$ cat src/rtl/vga_timing_engine_pkg.sv
// Shared types and default 640x480@60 timing for the VGA timing engine.
package vga_timing_engine_pkg;

    localparam int VGA_H_BP   = 48;
    localparam int VGA_H_VIS  = 640;
    localparam int VGA_H_FP   = 16;
    localparam int VGA_H_SYNC = 96;

    localparam int VGA_V_BP   = 33;
    localparam int VGA_V_VIS  = 480;
    localparam int VGA_V_FP   = 10;
    localparam int VGA_V_SYNC = 2;

    localparam logic VGA_H_ACTIVE_POL = 1'b0;
    localparam logic VGA_V_ACTIVE_POL = 1'b0;

    // Timing-update state: either idle (ready) or holding a pending timing set
    typedef enum logic {
        CFG_IDLE    = 1'b0,
        CFG_PENDING = 1'b1
    } cfg_state_t;

    // Per-pixel control bits carried down the latency-matching delay line
    typedef struct packed {
        logic hsync;
        logic vsync;
        logic de;
        logic line_start;
        logic frame_start;
    } ctrl_bits_t;

    localparam ctrl_bits_t CTRL_IDLE = '0;

endpackage

$ cat src/rtl/vga_timing_engine_if.sv
// Bus bundle between the timing engine, its pixel source, config master and DAC pins.
interface vga_timing_engine_if #(
    parameter int COLOR_BITS = 4,
    parameter int CNT_W      = 11
);
    logic [CNT_W-1:0]      cfg_h_bp;
    logic [CNT_W-1:0]      cfg_h_vis;
    logic [CNT_W-1:0]      cfg_h_fp;
    logic [CNT_W-1:0]      cfg_h_sync;
    logic [CNT_W-1:0]      cfg_v_bp;
    logic [CNT_W-1:0]      cfg_v_vis;
    logic [CNT_W-1:0]      cfg_v_fp;
    logic [CNT_W-1:0]      cfg_v_sync;
    logic                  cfg_valid;
    logic                  cfg_ready;

    logic                  req;
    logic [CNT_W-1:0]      req_x;
    logic [CNT_W-1:0]      req_y;
    logic [COLOR_BITS-1:0] in_r;
    logic [COLOR_BITS-1:0] in_g;
    logic [COLOR_BITS-1:0] in_b;

    logic [COLOR_BITS-1:0] out_vga_r;
    logic [COLOR_BITS-1:0] out_vga_g;
    logic [COLOR_BITS-1:0] out_vga_b;
    logic                  out_hsync;
    logic                  out_vsync;
    logic                  out_de;
    logic                  out_line_start;
    logic                  out_frame_start;
    logic [15:0]           out_frame_count;

    // Engine side
    modport slave (
        input  cfg_h_bp, cfg_h_vis, cfg_h_fp, cfg_h_sync,
        input  cfg_v_bp, cfg_v_vis, cfg_v_fp, cfg_v_sync,
        input  cfg_valid,
        output cfg_ready,
        output req, req_x, req_y,
        input  in_r, in_g, in_b,
        output out_vga_r, out_vga_g, out_vga_b,
        output out_hsync, out_vsync, out_de,
        output out_line_start, out_frame_start, out_frame_count
    );

    // Environment side: config master, pixel source and display sink
    modport master (
        output cfg_h_bp, cfg_h_vis, cfg_h_fp, cfg_h_sync,
        output cfg_v_bp, cfg_v_vis, cfg_v_fp, cfg_v_sync,
        output cfg_valid,
        input  cfg_ready,
        input  req, req_x, req_y,
        output in_r, in_g, in_b,
        input  out_vga_r, out_vga_g, out_vga_b,
        input  out_hsync, out_vsync, out_de,
        input  out_line_start, out_frame_start, out_frame_count
    );

endinterface

$ cat src/rtl/vga_timing_engine_axis_counter.sv
// One raster axis: position counter with wrap, plus visible/sync decode and active coordinate.
module vga_timing_engine_axis_counter #(
    parameter int CNT_W = 11
) (
    input  logic             clk,
    input  logic             rst_n,
    input  logic             clear,
    input  logic             advance,
    input  logic [CNT_W-1:0] bp,
    input  logic [CNT_W-1:0] vis,
    input  logic [CNT_W-1:0] fp,
    input  logic [CNT_W-1:0] sync,
    output logic [CNT_W-1:0] pos,
    output logic [CNT_W-1:0] coord,
    output logic             at_end,
    output logic             visible,
    output logic             sync_act
);

    localparam logic [CNT_W-1:0] ONE = CNT_W'(1);

    logic [CNT_W-1:0] fp_start;
    logic [CNT_W-1:0] sync_start;
    logic [CNT_W-1:0] last_pos;

    // Segment order is back porch, visible, front porch, sync
    assign fp_start   = bp + vis;
    assign sync_start = fp_start + fp;
    assign last_pos   = sync_start + sync - ONE;

    assign at_end   = (pos >= last_pos);
    assign visible  = (pos >= bp) && (pos < fp_start);
    assign sync_act = (pos >= sync_start);
    assign coord    = visible ? (pos - bp) : '0;

    // Position advances when told to and wraps after the last sync position
    always_ff @(posedge clk or negedge rst_n) begin
        if (!rst_n) begin
            pos <= '0;
        end else if (clear) begin
            pos <= '0;
        end else if (advance) begin
            pos <= at_end ? '0 : (pos + ONE);
        end
    end

endmodule

$ cat src/rtl/vga_timing_engine.sv
// VGA raster generator with frame-boundary timing updates and pixel-source latency matching.
module vga_timing_engine
    import vga_timing_engine_pkg::*;
#(
    parameter int   COLOR_BITS    = 4,
    parameter int   CNT_W         = 11,
    parameter int   PIXEL_LATENCY = 2,
    parameter logic H_ACTIVE_POL  = VGA_H_ACTIVE_POL,
    parameter logic V_ACTIVE_POL  = VGA_V_ACTIVE_POL,
    parameter int   DEF_H_BP      = VGA_H_BP,
    parameter int   DEF_H_VIS     = VGA_H_VIS,
    parameter int   DEF_H_FP      = VGA_H_FP,
    parameter int   DEF_H_SYNC    = VGA_H_SYNC,
    parameter int   DEF_V_BP      = VGA_V_BP,
    parameter int   DEF_V_VIS     = VGA_V_VIS,
    parameter int   DEF_V_FP      = VGA_V_FP,
    parameter int   DEF_V_SYNC    = VGA_V_SYNC
) (
    input  logic                clk_pixel,
    input  logic                rst_n,
    input  logic                en,
    vga_timing_engine_if.slave  bus
);

    // Packed timing set, index 7..4 horizontal bp/vis/fp/sync, 3..0 vertical
    localparam logic [7:0][CNT_W-1:0] DEF_CFG = {
        CNT_W'(DEF_H_BP), CNT_W'(DEF_H_VIS), CNT_W'(DEF_H_FP), CNT_W'(DEF_H_SYNC),
        CNT_W'(DEF_V_BP), CNT_W'(DEF_V_VIS), CNT_W'(DEF_V_FP), CNT_W'(DEF_V_SYNC)
    };

    cfg_state_t               cfg_state;
    logic [7:0][CNT_W-1:0]    shadow_cfg;
    logic [7:0][CNT_W-1:0]    pend_cfg;
    logic [7:0][CNT_W-1:0]    cfg_in;

    logic [CNT_W-1:0] h_pos, h_coord, v_pos, v_coord;
    logic             h_end, h_vis, h_sync_act;
    logic             v_end, v_vis, v_sync_act;
    logic             frame_end_pos;
    logic             pix_visible;
    logic [15:0]      frame_count;

    ctrl_bits_t       raw_ctrl;
    ctrl_bits_t       dline [PIXEL_LATENCY];
    ctrl_bits_t       tail;

    assign cfg_in = {bus.cfg_h_bp, bus.cfg_h_vis, bus.cfg_h_fp, bus.cfg_h_sync,
                     bus.cfg_v_bp, bus.cfg_v_vis, bus.cfg_v_fp, bus.cfg_v_sync};

    vga_timing_engine_axis_counter #(.CNT_W(CNT_W)) u_h_axis (
        .clk      (clk_pixel),
        .rst_n    (rst_n),
        .clear    (!en),
        .advance  (en),
        .bp       (shadow_cfg[7]),
        .vis      (shadow_cfg[6]),
        .fp       (shadow_cfg[5]),
        .sync     (shadow_cfg[4]),
        .pos      (h_pos),
        .coord    (h_coord),
        .at_end   (h_end),
        .visible  (h_vis),
        .sync_act (h_sync_act)
    );

    vga_timing_engine_axis_counter #(.CNT_W(CNT_W)) u_v_axis (
        .clk      (clk_pixel),
        .rst_n    (rst_n),
        .clear    (!en),
        .advance  (en && h_end),
        .bp       (shadow_cfg[3]),
        .vis      (shadow_cfg[2]),
        .fp       (shadow_cfg[1]),
        .sync     (shadow_cfg[0]),
        .pos      (v_pos),
        .coord    (v_coord),
        .at_end   (v_end),
        .visible  (v_vis),
        .sync_act (v_sync_act)
    );

    assign frame_end_pos   = h_end && v_end;
    assign pix_visible     = h_vis && v_vis;
    assign bus.req         = pix_visible;
    assign bus.req_x       = pix_visible ? h_coord : '0;
    assign bus.req_y       = pix_visible ? v_coord : '0;
    assign bus.cfg_ready   = (cfg_state == CFG_IDLE);
    assign bus.out_frame_count = frame_count;
    assign tail            = dline[PIXEL_LATENCY-1];

    // Control bits for the current raster position; all inactive while stopped
    always_comb begin
        raw_ctrl             = CTRL_IDLE;
        raw_ctrl.hsync       = en && h_sync_act;
        raw_ctrl.vsync       = en && v_sync_act;
        raw_ctrl.de          = en && pix_visible;
        raw_ctrl.line_start  = en && (h_pos == '0);
        raw_ctrl.frame_start = en && (h_pos == '0) && (v_pos == '0);
    end

    // Timing update: capture into pending, promote to shadow only on the frame-end cycle
    always_ff @(posedge clk_pixel or negedge rst_n) begin
        if (!rst_n) begin
            cfg_state  <= CFG_IDLE;
            shadow_cfg <= DEF_CFG;
            pend_cfg   <= '0;
        end else begin
            case (cfg_state)
                CFG_IDLE: begin
                    if (bus.cfg_valid) begin
                        pend_cfg  <= cfg_in;
                        cfg_state <= CFG_PENDING;
                    end
                end
                CFG_PENDING: begin
                    if (frame_end_pos) begin
                        shadow_cfg <= pend_cfg;
                        cfg_state  <= CFG_IDLE;
                    end
                end
                default: cfg_state <= CFG_IDLE;
            endcase
        end
    end

    // Completed-frame counter, wraps naturally at 16 bits
    always_ff @(posedge clk_pixel or negedge rst_n) begin
        if (!rst_n) begin
            frame_count <= '0;
        end else if (en && frame_end_pos) begin
            frame_count <= frame_count + 16'd1;
        end
    end

    // Delay line matching control bits to the pixel source latency; flushed while stopped
    always_ff @(posedge clk_pixel or negedge rst_n) begin
        if (!rst_n) begin
            for (int i = 0; i < PIXEL_LATENCY; i++) dline[i] <= CTRL_IDLE;
        end else if (!en) begin
            for (int i = 0; i < PIXEL_LATENCY; i++) dline[i] <= CTRL_IDLE;
        end else begin
            dline[0] <= raw_ctrl;
            for (int i = 1; i < PIXEL_LATENCY; i++) dline[i] <= dline[i-1];
        end
    end

    // Output register: colour sampled alongside its delayed control bits, polarity applied here
    always_ff @(posedge clk_pixel or negedge rst_n) begin
        if (!rst_n) begin
            bus.out_vga_r       <= '0;
            bus.out_vga_g       <= '0;
            bus.out_vga_b       <= '0;
            bus.out_de          <= 1'b0;
            bus.out_hsync       <= ~H_ACTIVE_POL;
            bus.out_vsync       <= ~V_ACTIVE_POL;
            bus.out_line_start  <= 1'b0;
            bus.out_frame_start <= 1'b0;
        end else begin
            bus.out_vga_r       <= tail.de ? bus.in_r : '0;
            bus.out_vga_g       <= tail.de ? bus.in_g : '0;
            bus.out_vga_b       <= tail.de ? bus.in_b : '0;
            bus.out_de          <= tail.de;
            bus.out_hsync       <= tail.hsync ? H_ACTIVE_POL : ~H_ACTIVE_POL;
            bus.out_vsync       <= tail.vsync ? V_ACTIVE_POL : ~V_ACTIVE_POL;
            bus.out_line_start  <= tail.line_start;
            bus.out_frame_start <= tail.frame_start;
        end
    end

endmodule

$ cat src/flat_wrapper.sv
// flat-port wrapper written by rule: the top's interface ports become plain ports
module vga_timing_engine_flat import vga_timing_engine_pkg::*;
#(
    parameter int   COLOR_BITS    = 4,
    parameter int   CNT_W         = 11,
    parameter int   PIXEL_LATENCY = 2,
    parameter logic H_ACTIVE_POL  = VGA_H_ACTIVE_POL,
    parameter logic V_ACTIVE_POL  = VGA_V_ACTIVE_POL,
    parameter int   DEF_H_BP      = VGA_H_BP,
    parameter int   DEF_H_VIS     = VGA_H_VIS,
    parameter int   DEF_H_FP      = VGA_H_FP,
    parameter int   DEF_H_SYNC    = VGA_H_SYNC,
    parameter int   DEF_V_BP      = VGA_V_BP,
    parameter int   DEF_V_VIS     = VGA_V_VIS,
    parameter int   DEF_V_FP      = VGA_V_FP,
    parameter int   DEF_V_SYNC    = VGA_V_SYNC
)
  (clk_pixel, rst_n, en, bus_cfg_h_bp, bus_cfg_h_vis, bus_cfg_h_fp, bus_cfg_h_sync, bus_cfg_v_bp, bus_cfg_v_vis, bus_cfg_v_fp, bus_cfg_v_sync, bus_cfg_valid, bus_cfg_ready, bus_req, bus_req_x, bus_req_y, bus_in_r, bus_in_g, bus_in_b, bus_out_vga_r, bus_out_vga_g, bus_out_vga_b, bus_out_hsync, bus_out_vsync, bus_out_de, bus_out_line_start, bus_out_frame_start, bus_out_frame_count);
  vga_timing_engine_if #(.COLOR_BITS(COLOR_BITS), .CNT_W(CNT_W)) bus_i ();
  input  logic clk_pixel;
  input  logic rst_n;
  input  logic en;
  input wire logic [$bits(bus_i.cfg_h_bp)-1:0] bus_cfg_h_bp;
  input wire logic [$bits(bus_i.cfg_h_vis)-1:0] bus_cfg_h_vis;
  input wire logic [$bits(bus_i.cfg_h_fp)-1:0] bus_cfg_h_fp;
  input wire logic [$bits(bus_i.cfg_h_sync)-1:0] bus_cfg_h_sync;
  input wire logic [$bits(bus_i.cfg_v_bp)-1:0] bus_cfg_v_bp;
  input wire logic [$bits(bus_i.cfg_v_vis)-1:0] bus_cfg_v_vis;
  input wire logic [$bits(bus_i.cfg_v_fp)-1:0] bus_cfg_v_fp;
  input wire logic [$bits(bus_i.cfg_v_sync)-1:0] bus_cfg_v_sync;
  input wire logic [$bits(bus_i.cfg_valid)-1:0] bus_cfg_valid;
  output wire logic [$bits(bus_i.cfg_ready)-1:0] bus_cfg_ready;
  output wire logic [$bits(bus_i.req)-1:0] bus_req;
  output wire logic [$bits(bus_i.req_x)-1:0] bus_req_x;
  output wire logic [$bits(bus_i.req_y)-1:0] bus_req_y;
  input wire logic [$bits(bus_i.in_r)-1:0] bus_in_r;
  input wire logic [$bits(bus_i.in_g)-1:0] bus_in_g;
  input wire logic [$bits(bus_i.in_b)-1:0] bus_in_b;
  output wire logic [$bits(bus_i.out_vga_r)-1:0] bus_out_vga_r;
  output wire logic [$bits(bus_i.out_vga_g)-1:0] bus_out_vga_g;
  output wire logic [$bits(bus_i.out_vga_b)-1:0] bus_out_vga_b;
  output wire logic [$bits(bus_i.out_hsync)-1:0] bus_out_hsync;
  output wire logic [$bits(bus_i.out_vsync)-1:0] bus_out_vsync;
  output wire logic [$bits(bus_i.out_de)-1:0] bus_out_de;
  output wire logic [$bits(bus_i.out_line_start)-1:0] bus_out_line_start;
  output wire logic [$bits(bus_i.out_frame_start)-1:0] bus_out_frame_start;
  output wire logic [$bits(bus_i.out_frame_count)-1:0] bus_out_frame_count;
  assign bus_i.cfg_h_bp = bus_cfg_h_bp;
  assign bus_i.cfg_h_vis = bus_cfg_h_vis;
  assign bus_i.cfg_h_fp = bus_cfg_h_fp;
  assign bus_i.cfg_h_sync = bus_cfg_h_sync;
  assign bus_i.cfg_v_bp = bus_cfg_v_bp;
  assign bus_i.cfg_v_vis = bus_cfg_v_vis;
  assign bus_i.cfg_v_fp = bus_cfg_v_fp;
  assign bus_i.cfg_v_sync = bus_cfg_v_sync;
  assign bus_i.cfg_valid = bus_cfg_valid;
  assign bus_cfg_ready = bus_i.cfg_ready;
  assign bus_req = bus_i.req;
  assign bus_req_x = bus_i.req_x;
  assign bus_req_y = bus_i.req_y;
  assign bus_i.in_r = bus_in_r;
  assign bus_i.in_g = bus_in_g;
  assign bus_i.in_b = bus_in_b;
  assign bus_out_vga_r = bus_i.out_vga_r;
  assign bus_out_vga_g = bus_i.out_vga_g;
  assign bus_out_vga_b = bus_i.out_vga_b;
  assign bus_out_hsync = bus_i.out_hsync;
  assign bus_out_vsync = bus_i.out_vsync;
  assign bus_out_de = bus_i.out_de;
  assign bus_out_line_start = bus_i.out_line_start;
  assign bus_out_frame_start = bus_i.out_frame_start;
  assign bus_out_frame_count = bus_i.out_frame_count;
  vga_timing_engine #(.COLOR_BITS(COLOR_BITS), .CNT_W(CNT_W), .PIXEL_LATENCY(PIXEL_LATENCY), .H_ACTIVE_POL(H_ACTIVE_POL), .V_ACTIVE_POL(V_ACTIVE_POL), .DEF_H_BP(DEF_H_BP), .DEF_H_VIS(DEF_H_VIS), .DEF_H_FP(DEF_H_FP), .DEF_H_SYNC(DEF_H_SYNC), .DEF_V_BP(DEF_V_BP), .DEF_V_VIS(DEF_V_VIS), .DEF_V_FP(DEF_V_FP), .DEF_V_SYNC(DEF_V_SYNC)) u_core (.clk_pixel(clk_pixel), .rst_n(rst_n), .en(en), .bus(bus_i));
endmodule
$ cat config.mk
export PLATFORM = sky130hd
export DESIGN_NAME = vga_timing_engine_flat
export DESIGN_NICKNAME = d
export VERILOG_FILES = /design/src/rtl/vga_timing_engine_pkg.sv /design/src/rtl/vga_timing_engine_if.sv /design/src/rtl/vga_timing_engine_axis_counter.sv /design/src/rtl/vga_timing_engine.sv /design/src/flat_wrapper.sv
export SDC_FILE = /design/constraint.sdc
export NUM_CORES = 1
export LEC_CHECK = 0
export BUFFER_PORTS_ARGS = -buffer_cell sky130_fd_sc_hd__buf_4
export CELL_PAD_IN_SITES_DETAIL_PLACEMENT = 1
export CELL_PAD_IN_SITES_GLOBAL_PLACEMENT = 2
export CORE_ASPECT_RATIO = 0.6
export CORE_MARGIN = 2
export CORE_UTILIZATION = 40
export CTS_BUF_LIST = sky130_fd_sc_hd__clkbuf_4 sky130_fd_sc_hd__clkbuf_8 sky130_fd_sc_hd__clkbuf_16
export CTS_CLUSTER_SIZE = 12
export DETAILED_ROUTE_END_ITERATION = 10
export PLACE_DENSITY = 0.8
export SYNTH_ARGS = -nofsm -noshare
export SYNTH_HDL_FRONTEND = slang
export SYNTH_HIERARCHICAL = 1
export SYNTH_SLANG_ARGS = --single-unit
$ cat constraint.sdc
create_clock -name clk_pixel -period 10.3 [get_ports clk_pixel]
set_input_delay 1.03 -clock clk_pixel [delete_from_list [all_inputs] [get_ports clk_pixel]]
set_output_delay 1.03 -clock clk_pixel [all_outputs]
set_load 0.005 [all_outputs]
Word level (Yosys, flattened, before mapping) --
Index checks and enable logic that the tools add are counted.
Cells by class: $mul 0, bitwise operators 1, equality and inequality tests 1, multiplexer cells 18, magnitude comparators 8, divide/modulo/power cells 0, add/subtract/negate cells 13, reduce and logical (&&, ||, !) cells 15, shift operators 0
Operators by type and width (count):
- two-way mux 11 bit | 9
- adder 11 bit | 6
- greater-or-equal comparator 11 bit | 6
- adder 11 x 1 -> 11 bit (second input constant) | 2
- logical NOT 11 bit | 2
- < comparator 11 bit | 2
- subtractor 11 x 1 -> 11 bit (second input constant) | 2
- subtractor 11 bit | 2
- adder 16 x 1 -> 16 bit (second input constant) | 1
- two-way mux 4 bit | 3
- logical AND 1 bit | 11
- two-way mux 10 bit | 1
- two-way mux 1 bit | 4
- AND reduction 2 bit | 2
- != test 2 x 1 -> 1 bit (second input constant) | 1
- one-hot mux 1 bit (2 select lines) | 1
- NOT 1 bit | 1
Storage, ports and cells: memory bits (read-only) 0, input port bits 104, register bits 242, output and inout port bits 57, bits in latches 0, word-level logic and storage cells 94, bits in writable memories 0, memories kept 0

Longest topological paths before layout --
word-level depth 8, mapped depth 33, depth with buffers taken out 33

Cells and area by module --
The synthesis kept the hierarchy.
Modules (own cells, without submodules):
- vga_timing_engine | cells an instance 520, area an instance 8293.0 sq um, times used 1, sequential area each 5527.8 sq um
- vga_timing_engine_axis_counter (u_core.u_v_axis) | cells an instance 457, area an instance 3488.3 sq um, times used 1, sequential area each 275.3 sq um
- vga_timing_engine_axis_counter (u_core.u_h_axis) | cells an instance 416, area an instance 3294.4 sq um, times used 1, sequential area each 275.3 sq um

Worst setup path before layout --
No wires, ideal clock.
kind reg-to-reg, start point register u_core/shadow_cfg[33] (netlist bit), end point register u_core/shadow_cfg[22] (netlist bit), clock period less this slack 5998 ps, path slack 4302 ps, data required time 10175 ps, library setup time 125 ps, data arrival time 5874 ps, buffers on the path 2, stages on the path, launching flop included 28, path through dfstp_2 ha_1 inv_1 fa_1 nor2b_4 nor2_1 nor2_1 nor2_1 xnor2_1 ha_1 a21o_1 a211oi_4 xnor2_1 or2_2 ha_1 o41ai_2 o21ai_0 a21oi_1 xor2_1 ha_1 nand2_1 nor2_1 a221oi_1 nand2_1 nand3_1 buf_2 buf_6 mux2_2
On the way: longest elaborated chain between the ends 7
RTL lines:
- from (decl) | line vga_timing_engine.sv:32 | logic [7:0][CNT_W-1:0] shadow_cfg;
- from (signal assigned) | line vga_timing_engine.sv:117 | shadow_cfg <= pend_cfg;
- adder 11 bit | line vga_timing_engine_axis_counter.sv:27 | assign fp_start = bp + vis;
- adder 11 bit | line vga_timing_engine_axis_counter.sv:28 | assign sync_start = fp_start + fp;
- adder 11 bit | line vga_timing_engine_axis_counter.sv:29 | assign last_pos = sync_start + sync - ONE;
- subtractor 11 x 1 -> 11 bit | line vga_timing_engine_axis_counter.sv:29
- greater-or-equal comparator 11 bit | line vga_timing_engine_axis_counter.sv:31 | assign at_end = (pos >= last_pos);
- named net u_core.v_end | line vga_timing_engine.sv:38 | logic v_end, v_vis, v_sync_act;
- logical AND 1 bit | line vga_timing_engine.sv:82 | assign frame_end_pos = h_end && v_end;
- AND reduction 2 bit (no source line)
The timed path passes the listed nets, and every way through them passes these cells. A chain may end at the register's enable or synchronous reset.

Worst setup path in the final report --
start point register u_core/shadow_cfg[33] (netlist bit), end point register u_core/shadow_cfg[54] (netlist bit)
The elaborated chain is that of the path after synthesis.

==> summary by stage <==
Synth
The area share of the largest cell type after synthesis is roughly 37%. The number of warnings printed during yosys synthesis is 6. Counting flops and latches in the post-synthesis netlist gives between 200 and 250.

By area the synthesized netlist is led by sky130_fd_sc_hd__dfrtp_1 37%, sky130_fd_sc_hd__ha_1 14%, sky130_fd_sc_hd__mux2_2 13%. The synthesized area divided by synthesized cell count is 10.8 sq um. The post-synthesis cell count is 1393. The synthesized netlist net count is around 1700. The biggest area contributor in the post-synthesis netlist is sky130_fd_sc_hd__dfrtp_1. In this run the cell area of the synthesized design comes to between 0.015 and 0.02 sq mm. The most used flip-flop cell after synthesis is sky130_fd_sc_hd__dfrtp_1.

The sequential area share after synthesis is 40.3%. The number of different library cells used by synthesis comes to approximately 80. The number of enable flip-flop cells after synthesis is 0. In the synthesized netlist the async set-or-reset flop fraction comes to 100%.

STA
The final-report hold violation count was 0. Derived from the worst setup path, the maximum achievable clock frequency is between 100 and 150 MHz. Setup repair after global routing left no endpoint under its margin. Measured against its own limit, the worst slew margin works out to about 18%. The share of the clock period used by the worst path is 76.4%. The final max-slew violation count came to 0. The time the final worst path needs with I/O delays and setup is ~8000 ps. The worst clock skew is around 11 ps.

The number of setup violations in the final report is 0. At the pin with the least slew margin, the transition time is about 1200 ps. After layout, the worst setup slack is between 2000 and 2500 ps.

For the final routed database, the setup TNS stands at 0 ps.

Clocking
The clock-pin slew on the worst setup and hold paths is ~60 ps. The root buffer selected by CTS is sky130_fd_sc_hd__clkbuf_16. The clock latency at the later pin of the worst-skew pair is 550 ps. The number of gates resized after cts is 0.

The TritonCTS buffer count is 26. The number of buffers inserted by hold repair at cts is 0. The count of H-tree levels built during CTS is 1. The number of buffers inserted by post-CTS setup repair is 0. The CTS tree is yes. The number of buffers on the longest clock path is 3. The clock sink count is between 200 and 250.

Job
The number of max-cap violations is 0.

Critical path
The library cell appearing most often on the critical path is sky130_fd_sc_hd__ha_1. On the critical path, the stage with the largest delay is an instance of sky130_fd_sc_hd__nand3_4. The cell type group with the largest total delay on the critical path is compound AO/OA/AOI/OAI gates. For the worst setup path, the data arrival time is between 8000 and 9000 ps. The worst setup path is captured at a flop. In this run the worst path has a maximum fanout of 48.

The largest single stage delay on the critical path is 760 ps. In this run the critical register-to-register path is captured at u_core/shadow_cfg[54]. Counting cells, the worst reg-to-reg path comes to 27.

In this run the register-to-register setup slack is about 2400 ps. The critical path data required time is approximately 11000 ps. The startpoint identified for the worst register-to-register timing path is u_core/shadow_cfg[33]. STA classifies the critical path startpoint as a flop.

The count of buffering cells on the critical path with inverters included is 4. The kind of critical path is flop to flop.

Global route
The first-pass GRT wire length is 65500 microns. In the global route stage, overall resource usage came out at a little over a fifth. The total overflow left after global routing is 0. The largest net degree at the start of global routing is approximately 120. The number of global-route vias before repair was around 12000. The initial antenna violation count is 0.

Die
Pin placement for this block handled 161 I/O pins. The floorplan step set the die height to roughly 150 microns. The die covers slightly below 0.04 sq mm. The area of the core region is 0.0374 sq mm.

The starting density of the core is between 40% and 50%. In this run the horizontal extent of the chip is 255 microns. After floorplanning, the core was divided into 55 placement rows.

Routing
The via total after detailed routing is 10924. The first routing iteration left 525 violations. The detailed-route wire length is about 41000 microns.

For this run, design rule violations remaining after detail routing come to 0. The mean number of vias per cell is 5.23. The routed wirelength normalized by instance count is about 20 microns. The total iterations of the first detailed-routing run is 4.

The detail route stage leaves a number of antenna-violating nets equal to 0.

Status
The run finished with clean final reports.

Pwr
The switching share of total power is between 20% and 30%. VDD sags by at most between 0.0001 and 0.00015 V. In this run the static leakage power is 8.80 nW. In this run the power density over the cells is between 100 and 150 mW/mm^2.

In this run, flip-flops and latches consume 49.4% of the power. The internal power is 0.00161 W. The clock network is responsible for approximately 45% of the overall power. Of the total power, combinational logic draws 5.9%. Summed over all nets, the switching power comes to between 0.0004 and 0.0005 W.

Placement
The placed wire-length estimate is ~32000 microns. Routability-driven placement finished with a final weighted congestion of around 0.84. The count of buffers added on input and output ports is 160. The pre-CTS setup slack is between 2000 and 2500 ps.

Finish
The area overhead of the layout relative to synthesis is 17.3%. Cells fill between 40% and 50% of the core in the end. Leaving out fill and tap cells, the most frequent cells in the layout are 224 x sky130_fd_sc_hd__dfrtp_1, 177 x sky130_fd_sc_hd__mux2_2, 168 x sky130_fd_sc_hd__buf_4. The number of nets in the layout is 1831. The diode insertion count for antenna repair is 0. In the final layout, the share of cells above drive strength 1 is 28.3%. The most frequent standard cell in the layout excluding fill and tap cells is sky130_fd_sc_hd__dfrtp_1.

Worst hold path
The worst hold-check path type is flop to flop. The worst hold path terminates at u_core/bus.out_vsync. Counting instances, the worst hold path has a depth of 1. In this run the most critical hold path is launched from u_core/dline[3].
==> synth_stat cells (3+ instances only) <==
master,number
sky130_fd_sc_hd__dfrtp_1,224
sky130_fd_sc_hd__mux2_2,177
sky130_fd_sc_hd__ha_1,163
sky130_fd_sc_hd__inv_1,131
sky130_fd_sc_hd__nand2_1,66
sky130_fd_sc_hd__a21oi_1,62
sky130_fd_sc_hd__xnor2_1,51
sky130_fd_sc_hd__nor2_1,48
sky130_fd_sc_hd__o21ai_0,47
sky130_fd_sc_hd__nand3_1,37
sky130_fd_sc_hd__xor2_1,37
sky130_fd_sc_hd__and3_1,34
sky130_fd_sc_hd__a21o_1,28
sky130_fd_sc_hd__nor3_1,25
sky130_fd_sc_hd__buf_2,22
sky130_fd_sc_hd__and2_1,21
sky130_fd_sc_hd__dfstp_2,18
sky130_fd_sc_hd__nor2b_1,15
sky130_fd_sc_hd__nand4_1,13
sky130_fd_sc_hd__nand2b_1,12
sky130_fd_sc_hd__o21a_1,12
sky130_fd_sc_hd__o21bai_1,10
sky130_fd_sc_hd__clkbuf_1,9
sky130_fd_sc_hd__or2_2,9
sky130_fd_sc_hd__fa_1,8
sky130_fd_sc_hd__nor4_1,7
sky130_fd_sc_hd__o211ai_1,7
sky130_fd_sc_hd__a31oi_1,5
sky130_fd_sc_hd__and4_1,5
sky130_fd_sc_hd__mux2i_1,5
sky130_fd_sc_hd__nand3b_1,5
sky130_fd_sc_hd__nor3b_1,5
sky130_fd_sc_hd__a221o_1,4
sky130_fd_sc_hd__a22o_1,4
sky130_fd_sc_hd__or3_1,4
sky130_fd_sc_hd__a2111o_1,3
sky130_fd_sc_hd__a2111oi_0,3
sky130_fd_sc_hd__o31ai_1,3
==> worst max-delay path by stage <==
stage                     cells after the start                    end  slack, ps                  start
final                                        27  u_core/shadow_cfg[54]       2430  u_core/shadow_cfg[33]
after global routing                         27  u_core/shadow_cfg[41]       1820  u_core/shadow_cfg[33]
after CTS                                    27  u_core/shadow_cfg[43]       2400  u_core/shadow_cfg[33]
after detailed placement                     27  u_core/shadow_cfg[21]       2420  u_core/shadow_cfg[33]
after global placement                       27  u_core/shadow_cfg[43]       2680  u_core/shadow_cfg[33]
after floorplan                              27  u_core/shadow_cfg[22]       4300  u_core/shadow_cfg[33]
==> logic make-up (layout without fill, tap and decap cells) <==
group,count (synthesis),in the layout,share of synthesized area (%)
AND/OR/NAND/NOR,316,316,11.2
flip-flops,242,242,40.3
XOR/XNOR,90,90,5.37
AO/OA/AOI/OAI,226,226,10.5
buffers and inverters,165,347,4.42
adder cells (fa/ha/maj),172,172,14.7
multiplexers,182,182,13.6
==> per-layer routing <==
layer	vias to the layer above	global-route usage (%)	share of wire, %
li1	5264	-	-
met1	5446	34.6	55
met2	185	29.8	39
met3	29	3.37	4.3
met4	0	2.84	1.1
met5	-	0	0
==> metrics by stage <==
step | cells | instance area [sq um] | hold slack [ps] | power (W)
2_1_floorplan | 1393 | 15100 | 331 | 0.00109
3_3_place_gp | 2041 | 16800 | 334 | 0.00117
3_5_place_dp | 2041 | 16800 | 339 | 0.00117
4_1_cts | 2088 | 17700 | 346 | 0.00212
5_1_grt | 2088 | 17700 | 366 | 0.00218
6_report | 2088 | 17700 | 344 | 0.00209
==> final cells by class <==
type,count,area [sq um]
clock buffers,40,768
clock inverters,7,76.3
fillers,4114,19800
inverters,131,492
multi-input cells,986,8350
flip-flops and latches,242,6080
well taps,513,642
repair buffers,169,1280
==> power groups by stage <==
stage | logic (W) | registers (W) | clock network (W)
finish | 0.000124 | 0.00103 | 0.000932
global route | 0.000138 | 0.00104 | 0.00101
CTS | 0.000126 | 0.00103 | 0.000963
detailed placement | 0.000126 | 0.00105 | 0
global placement | 0.000121 | 0.00105 | 0
floorplan | 0.0000604 | 0.00103 | 0
==> registers in the layout (all words and copies together) (netlist names), 4 cells and up <==
| name | cells |
|---|---|
| u_core/u_h_axis/pos | 11 |
| u_core/shadow_cfg | 88 |
| u_core/pend_cfg | 88 |
| u_core/bus.out_vga_b | 4 |
| u_core/bus.out_vga_g | 4 |
| u_core/bus.out_vga_r | 4 |
| u_core/bus.out_frame_count | 16 |
| u_core/u_v_axis/pos | 11 |
| u_core/dline | 10 |
Power figures use the tool's default switching activity.
